<file path="src/rtl/cmd_tx.sv">
// Response framer: queues (addr, data) response words and serializes each one
// into a 9-byte frame (HDR0 HDR1 addr d3 d2 d1 d0 checksum TRAILER) for the TX byte FIFO.
module cmd_tx #(
    parameter int         QDEPTH  = 4,
    parameter logic [7:0] HDR0    = 8'h55,
    parameter logic [7:0] HDR1    = 8'hA5,
    parameter logic [7:0] TRAILER = 8'hF0
) (
    input  logic        Clk,
    input  logic        Rst_n,
    input  logic        rsp_valid,
    output logic        rsp_ready,
    input  logic [7:0]  rsp_addr,
    input  logic [31:0] rsp_data,
    input  logic        fifo_full,
    output logic        fifo_wrreq,
    output logic [7:0]  fifo_wrdata,
    output logic        busy,
    output logic [15:0] frame_cnt
);

    localparam int AW = $clog2(QDEPTH);
    localparam int PW = AW + 1;

    localparam logic [0:0] ST_IDLE = 1'b0;
    localparam logic [0:0] ST_SEND = 1'b1;

    localparam logic [3:0] LAST_IDX = 4'd8;

    logic [39:0]    mem_q [QDEPTH];
    logic [PW-1:0]  wr_ptr_q, wr_ptr_d;
    logic [PW-1:0]  rd_ptr_q, rd_ptr_d;
    logic           rsp_ready_q, rsp_ready_d;
    logic [0:0]     state_q, state_d;
    logic [3:0]     idx_q, idx_d;
    logic [39:0]    frame_q, frame_d;
    logic [7:0]     csum_q, csum_d;
    logic [15:0]    frame_cnt_q, frame_cnt_d;

    logic           push;
    logic           pop;
    logic           empty;
    logic           full_next;
    logic           wr_fire;
    logic [39:0]    head;
    logic [7:0]     cur_byte;

    // Queue bookkeeping; ready is registered from the post-edge occupancy.
    always_comb begin
        empty     = (wr_ptr_q == rd_ptr_q);
        push      = rsp_valid && rsp_ready_q;
        pop       = (state_q == ST_IDLE) && !empty;
        wr_ptr_d  = push ? (wr_ptr_q + PW'(1)) : wr_ptr_q;
        rd_ptr_d  = pop  ? (rd_ptr_q + PW'(1)) : rd_ptr_q;
        full_next = (wr_ptr_d[AW-1:0] == rd_ptr_d[AW-1:0]) &&
                    (wr_ptr_d[AW] != rd_ptr_d[AW]);
        rsp_ready_d = !full_next;
        head      = mem_q[rd_ptr_q[AW-1:0]];
    end

    always_ff @(posedge Clk) begin
        if (push) begin
            mem_q[wr_ptr_q[AW-1:0]] <= {rsp_addr, rsp_data};
        end
    end

    assign wr_fire = (state_q == ST_SEND) && !fifo_full;

    always_comb begin
        state_d     = state_q;
        idx_d       = idx_q;
        frame_d     = frame_q;
        csum_d      = csum_q;
        frame_cnt_d = frame_cnt_q;
        if (state_q == ST_IDLE) begin
            if (pop) begin
                frame_d = head;
                csum_d  = head[39:32] + head[31:24] + head[23:16] + head[15:8] + head[7:0];
                idx_d   = 4'd0;
                state_d = ST_SEND;
            end
        end else begin
            if (wr_fire) begin
                if (idx_q == LAST_IDX) begin
                    state_d     = ST_IDLE;
                    frame_cnt_d = frame_cnt_q + 16'd1;
                end else begin
                    idx_d = idx_q + 4'd1;
                end
            end
        end
    end

    // Byte mux over the frame register; held steady while the FIFO stalls us.
    always_comb begin
        cur_byte = 8'h00;
        if (state_q == ST_SEND) begin
            case (idx_q)
                4'd0:    cur_byte = HDR0;
                4'd1:    cur_byte = HDR1;
                4'd2:    cur_byte = frame_q[39:32];
                4'd3:    cur_byte = frame_q[31:24];
                4'd4:    cur_byte = frame_q[23:16];
                4'd5:    cur_byte = frame_q[15:8];
                4'd6:    cur_byte = frame_q[7:0];
                4'd7:    cur_byte = csum_q;
                4'd8:    cur_byte = TRAILER;
                default: cur_byte = 8'h00;
            endcase
        end
    end

    always_ff @(posedge Clk or negedge Rst_n) begin
        if (!Rst_n) begin
            wr_ptr_q    <= '0;
            rd_ptr_q    <= '0;
            rsp_ready_q <= 1'b1;
            state_q     <= ST_IDLE;
            idx_q       <= 4'd0;
            frame_q     <= 40'd0;
            csum_q      <= 8'h00;
            frame_cnt_q <= 16'd0;
        end else begin
            wr_ptr_q    <= wr_ptr_d;
            rd_ptr_q    <= rd_ptr_d;
            rsp_ready_q <= rsp_ready_d;
            state_q     <= state_d;
            idx_q       <= idx_d;
            frame_q     <= frame_d;
            csum_q      <= csum_d;
            frame_cnt_q <= frame_cnt_d;
        end
    end

    assign rsp_ready   = rsp_ready_q;
    assign fifo_wrreq  = wr_fire;
    assign fifo_wrdata = cur_byte;
    assign busy        = (state_q == ST_SEND) || !empty;
    assign frame_cnt   = frame_cnt_q;

endmodule

</file>
<file path="config.mk">
export PLATFORM = sky130hd
export DESIGN_NAME = cmd_tx
export DESIGN_NICKNAME = d
export VERILOG_FILES = /design/src/rtl/cmd_tx.sv
export SDC_FILE = /design/constraint.sdc
export NUM_CORES = 1
export LEC_CHECK = 0
export CAP_MARGIN = 20
export CORE_ASPECT_RATIO = 1.4
export CORE_UTILIZATION = 39
export CTS_CLUSTER_DIAMETER = 150
export DETAILED_ROUTE_END_ITERATION = 10
export PLACE_DENSITY = 0.71
export RECOVER_POWER = 100
export SLEW_MARGIN = 20
export SYNTH_ARGS = -nofsm -noshare
export SYNTH_HDL_FRONTEND = slang
export SYNTH_SLANG_ARGS = --single-unit
</file>
<file path="constraint.sdc">
create_clock -name Clk -period 4.4 [get_ports Clk]
set_clock_uncertainty 0.1 [all_clocks]
set_input_delay 1.32 -clock Clk [delete_from_list [all_inputs] [get_ports Clk]]
set_output_delay 1.32 -clock Clk [all_outputs]
set_load 0.05 [all_outputs]
</file>
---- Word-level counts from Yosys, hierarchy flattened ----
Memories as Yosys holds them, arrays and structs flattened.
Index checks and enable logic that the tools add are counted.
storage, ports and cells
  logic and storage cells ................. 58
  bits in read-only memories .............. 0
  register bits after elaboration ......... 76
  input bits .............................. 44
  latch bits .............................. 0
  memories kept ........................... 1
  RAM bits ................................ 160
memory list
  name   depth  width  read ports  clocked after Yosys merged registers in  wr ports  line  text
  mem_q  4      40     1           0                                        1         30    logic [39:0] mem_q [QDEPTH];
operators by class
  $lt $le $gt $ge ......................... 0
  multiplexer cells ....................... 14
  eq/ne operators ......................... 13
  add/sub/neg operators ................... 8
  shift operators ......................... 0
  bitwise logic cells ..................... 1
  reductions and logical operators ........ 13
  div/mod/pow operators ................... 0
  multipliers ............................. 0
operators by type and width
  operator               count
  $pmux 8 s9             1
  $add 8x8->8            4
  $add 16x1->16 const B  1
  $eq 4x3->1 const B     4
  $mux 4                 4
  $eq 4x2->1 const B     2
  $mux 8                 1
  $add 3x1->3 const B    2
  $mux 1                 6
  $mux 3                 2
  $reduce_and 3->1       2
  $add 4x1->4 const B    1
  $eq 4x1->1 const B     1
  $eq 4x4->1 const B     1
  $logic_and 1x1->1      4
  $logic_not 4->1        1
  $ne 2x2->1 const B     2
  $eq 3x3->1             1
  $logic_not 1->1        3
  $eq 2x2->1             1
  $reduce_and 2->1       1
  $reduce_bool 2->1      1
  $logic_or 1x1->1       1
  $ne 1x1->1             1
  $not 1->1              1

---- Depth between registers and ports, before layout ----
  depth in word-level cells ............... 7
  mapped depth ............................ 18
  mapped depth without buffers ............ 15

---- Worst setup path after synthesis ----
OpenSTA, ideal clock, no wires.
  kind .................................... register -> register
  start point ............................. register rd_ptr_q[0]
  end point ............................... register csum_q[7]
  cell stages (with the launch flop) ...... 18
  arrival ................................. 4.556 ns
  buffers on the path ..................... 3
  slack ................................... -0.379 ns
  setup time .............................. 0.123 ns
  period minus slack after synthesis ...... 4.779 ns
  cell sequence ........................... dfrtp_1 -> buf_6 -> buf_6 -> buf_2 -> mux4_2 -> inv_1 -> fa_1 -> fa_1 -> inv_1 -> fa_1 -> ha_1 -> fa_1 -> a211oi_1 -> o21bai_1 -> a21oi_1 -> xnor2_1 -> xnor2_1 -> a21oi_1
between the ends
  word-level cells in the longest chain between the ends .. 5
RTL lines
  element                   line  text
  from (decl)               32    logic [PW-1:0] rd_ptr_q, rd_ptr_d;
  from (signal assigned)    125   rd_ptr_q <= rd_ptr_d;
  $mem_v2 4x40              -
  $add 8x8->8 (4 in a row)  78    csum_d = head[39:32] + head[31:24] + head[23:16] + head[15:8] + head[7:0];
  to (signal assigned)      130   csum_q <= csum_d;
  to (decl)                 37    logic [7:0] csum_q, csum_d;
Parallel ways exist; a longest one is shown, timed or not.
A chain may end at the register's enable or synchronous reset.

---- Worst setup path in the final report ----
Ends and elaborated chain as after synthesis.

==> metrics.md <==
| Metric | Value |
|---|---|
| WP data required | approximately 4.7 ns |
| Rows | 70 |
| DP Wirelength | ~14 mm |
| IO Pins | 71 |
| Net Count, Synth | 699 |
| Fin crit share | 0.992 |
| CTS Sinks | about 240 |
| Routed vias | around 5,400 |
| CTS tree | done |
| Stages on worst setup path | 15 |
| Post-synth EDFFs | between 150 and 200 |
| GRT Residual Overflow | 0 |
| CP Buf/Inv Count | 3 |
| CTS Buf Count | 22 |
| Total Wirelength | approximately 20 mm |
| Layout Area Growth over Synthesis | 18.2% |
| Startpoint Class | flop |
| Setup TNS | 0 ns |
| First-pass GRT wire length | about 32 mm |
| Ys async rst share | 0.322 |
| Nets@finish | just under 800 |
| Tot GR Track Use | 0.151 |
| CP peak stage delay | ~0.53 ns |
| DRC | 0 |
| Hold Path Class | flop to flop |
| Ranking of synthesized cells by area | edfxtp_1 46%, dfrtp_1 18%, mux4_2 8.6% |
| Via-to-Cell Ratio | between 5 and 6 |
| Final ANT Viol Nets | 0 |
| Critical path arrival | 4.65 ns |
| Synth cell types | 46 |
| Core area | about 26,000 um2 |
| Clk Latency, worst-skew pair | 0.51 ns |
| Hold depth | 1 |
| Status | complete, but fails checks |
| Largest net degree at the start of global routing | 77 |
| Max Slew Vio Count | between 70 and 80 |
| Tmin final | between 4 and 5 ns |
| Main synth FF type | edfxtp_1 |
| Area of the multi-input gates | 3360 um2 |
| Worst-margin pin slew | about 1.9 ns |
| Seq/Total Area, Yosys | 0.639 |
| Final hold vios | 0 |
| Fin util | 0.472 |
| Flops & latches, synth | between 200 and 250 |
| Maximum net fanout on the critical path | 6 |
| Clk root buf | clkbuf_16 |
| Synth top area share | 0.458 |
| Crit Path Category | flop to flop |
| Share of post-route cells with drive strength above 1 | 0.240 |
| Cell Chain, Critical Path | buf_4 -> mux4_2 -> inv_2 -> fa_1 -> fa_1 -> inv_1 -> fa_1 -> ha_4 -> fa_2 -> a211oi_2 -> o21bai_1 -> a21oi_1 -> xnor2_1 -> xnor2_1 -> a21oi_1 |
| Delay-heaviest family, CP | adder cells |
| Min setup slack post-route | 0.0354 ns |
| Max Buffers Root-to-Sink | 3 |
| Cell count after synthesis | slightly above 600 |
| H-tree Lvls | 1 |
| Total number of yosys warnings | 0 |
| WL per Instance | between 15 and 20 um |
| N_diodes | 0 |
| Cell Area, Synth | 10,500 um2 |
| Slew headroom | -0.299 |
| Worst-case reg-to-reg path depth | 15 |
| Vias in the first global route | 5,673 |
| Fmax | ~230 MHz |
| Die H | just under 200 um |
| Syn_area_per_cell | about 17 um2 |
| Detailed Routing Iterations Pass 1 | 5 |
| Routability cong. | 0.779 |
| RSZ-0062 raised after global routing | yes |
| Failing checks | max-capacitance violations, max-slew violations |
| Register area | roughly 6700 um2 |
| Die W | 141 um |
| Place WS | just under 0.003 ns |
| FILL cells | 2,209 |
| Initial Utilization | 0.399 |
| Max-Cap Viols | 1 |
| Top cell by count, worst path | fa_1 |
| Clock-pin slew on the worst setup and hold paths | 0.07 ns |
| Worst path slowest cell | dfrtp_4 |
| Antenna violations before repair | 0 |
| Die footprint | 27,600 um2 |
| Port bufs | 70 |
| Critical path capture point type | flop |
| Placed Area | around 12,000 um2 |
| Fin area | around 12,000 um2 |
| Final Setup Violations | 0 |
| Cell taking the most area after synthesis | edfxtp_1 |
| Initial drt markers | 272 |
[stage by stage]
step	hold WS (ns)	instances
final	0.368	1049
after global routing	0.381	1049
after CTS	0.375	1044
after detailed placement	0.366	1004
after global placement	0.361	1004
after floorplan	0.365	617
[cell usage after synthesis (all sizes together) (2+ instances only)]
library cell / count
xnor2: 31
nand2: 19
o22ai: 4
a21oi: 15
nor2: 14
a31oi: 3
nand4: 4
a22oi: 8
o31ai: 2
o21bai: 2
a221oi: 4
mux2: 50
fa: 20
and3: 10
nor2b: 3
xor2: 7
o21ai: 8
clkbuf: 9
edfxtp: 160
mux4: 40
and2: 3
and4: 3
dfrtp: 75
buf: 17
a211oi: 6
a222oi: 3
ha: 18
inv: 64
nand3: 5
[state kept, by name (all words and copies together) (netlist names)]
name,flops
mem_q,160
state_q,1
csum_q,8
wr_ptr_q,3
rd_ptr_q,3
frame_cnt,16
rsp_ready,1
frame_q,40
idx_q,4
[path summary, 6_finish.rpt]
kind	startpoint	endpoint	slack, ns
max	rd_ptr_q[0]$_DFF_PN0_	csum_q[7]$_DFFE_PN0P_	0.04
min	frame_cnt[15]$_DFFE_PN0P_	frame_cnt[15]$_DFFE_PN0P_	0.37
max reg2reg	rd_ptr_q[0]$_DFF_PN0_	csum_q[7]$_DFFE_PN0P_	0.04
min reg2reg	frame_cnt[15]$_DFFE_PN0P_	frame_cnt[15]$_DFFE_PN0P_	0.37
max in group asynchronous	Rst_n	rd_ptr_q[0]$_DFF_PN0_	1.53
min in group asynchronous	Rst_n	frame_q[32]$_DFFE_PN0P_	1.26
[cells by family after synthesis]
family	count (synthesis)	share of synthesized area
mux	90	0.155
buf+inv	91	0.0444
compound gates	59	0.0373
flops	236	0.639
simple gates	65	0.0325
xor+xnor	38	0.0324
fa+ha+maj	38	0.0596
[cells in the final DEF, fill, tap and decap left out, types with 3 or more instances in the layout]
master,n
xnor2_1,30
a31oi_1,3
inv_1,61
edfxtp_1,160
o22ai_1,4
fa_1,19
clkinv_2,4
dfrtp_1,74
nand3_1,5
and4_1,3
buf_4,27
nor2_1,14
mux2_4,42
buf_12,5
a22oi_1,8
nand2_1,19
a221oi_1,4
a211oi_1,5
clkbuf_1,5
o21ai_0,7
ha_1,15
inv_2,3
clkbuf_16,23
mux4_2,40
clkdlybuf4s50_1,17
a222oi_1,3
a21oi_1,13
and3_1,9
bufinv_16,4
xor2_1,7
mux2_2,7
and2_1,3
dlygate4sd3_1,42
nand4_1,4
[cell type report]
type | count | share of cell area
Multi-Input combinational cell | 290 | 0.271
Clock buffer | 28 | 0.0479
Sequential cell | 236 | 0.541
Clock inverter | 12 | 0.0134
Tap cell | 324 | 0.0327
Inverter | 65 | 0.0197
Timing Repair Buffer | 94 | 0.0742
[timing repair]
action / CTS / global route
setup buffers: 0 / 5
gates cloned: 0 / 0
resized for setup: 1 / 11
pin swaps: 0 / 2
hold buffers: 0 / 0
endpoints found under the hold margin: 0 / 0
setup endpoints to repair: 1 / 4
[routing by layer]
metal  wire length (um)  part of all wire  track usage
met5                  0                 0            0
met4                473             0.024       0.0511
met3                778             0.039       0.0198
met2              11000              0.55        0.283
met1               7800              0.39        0.175
Power is not shown: default switching activity piles up to over one toggle a cycle in this logic, so the estimate is an artifact.
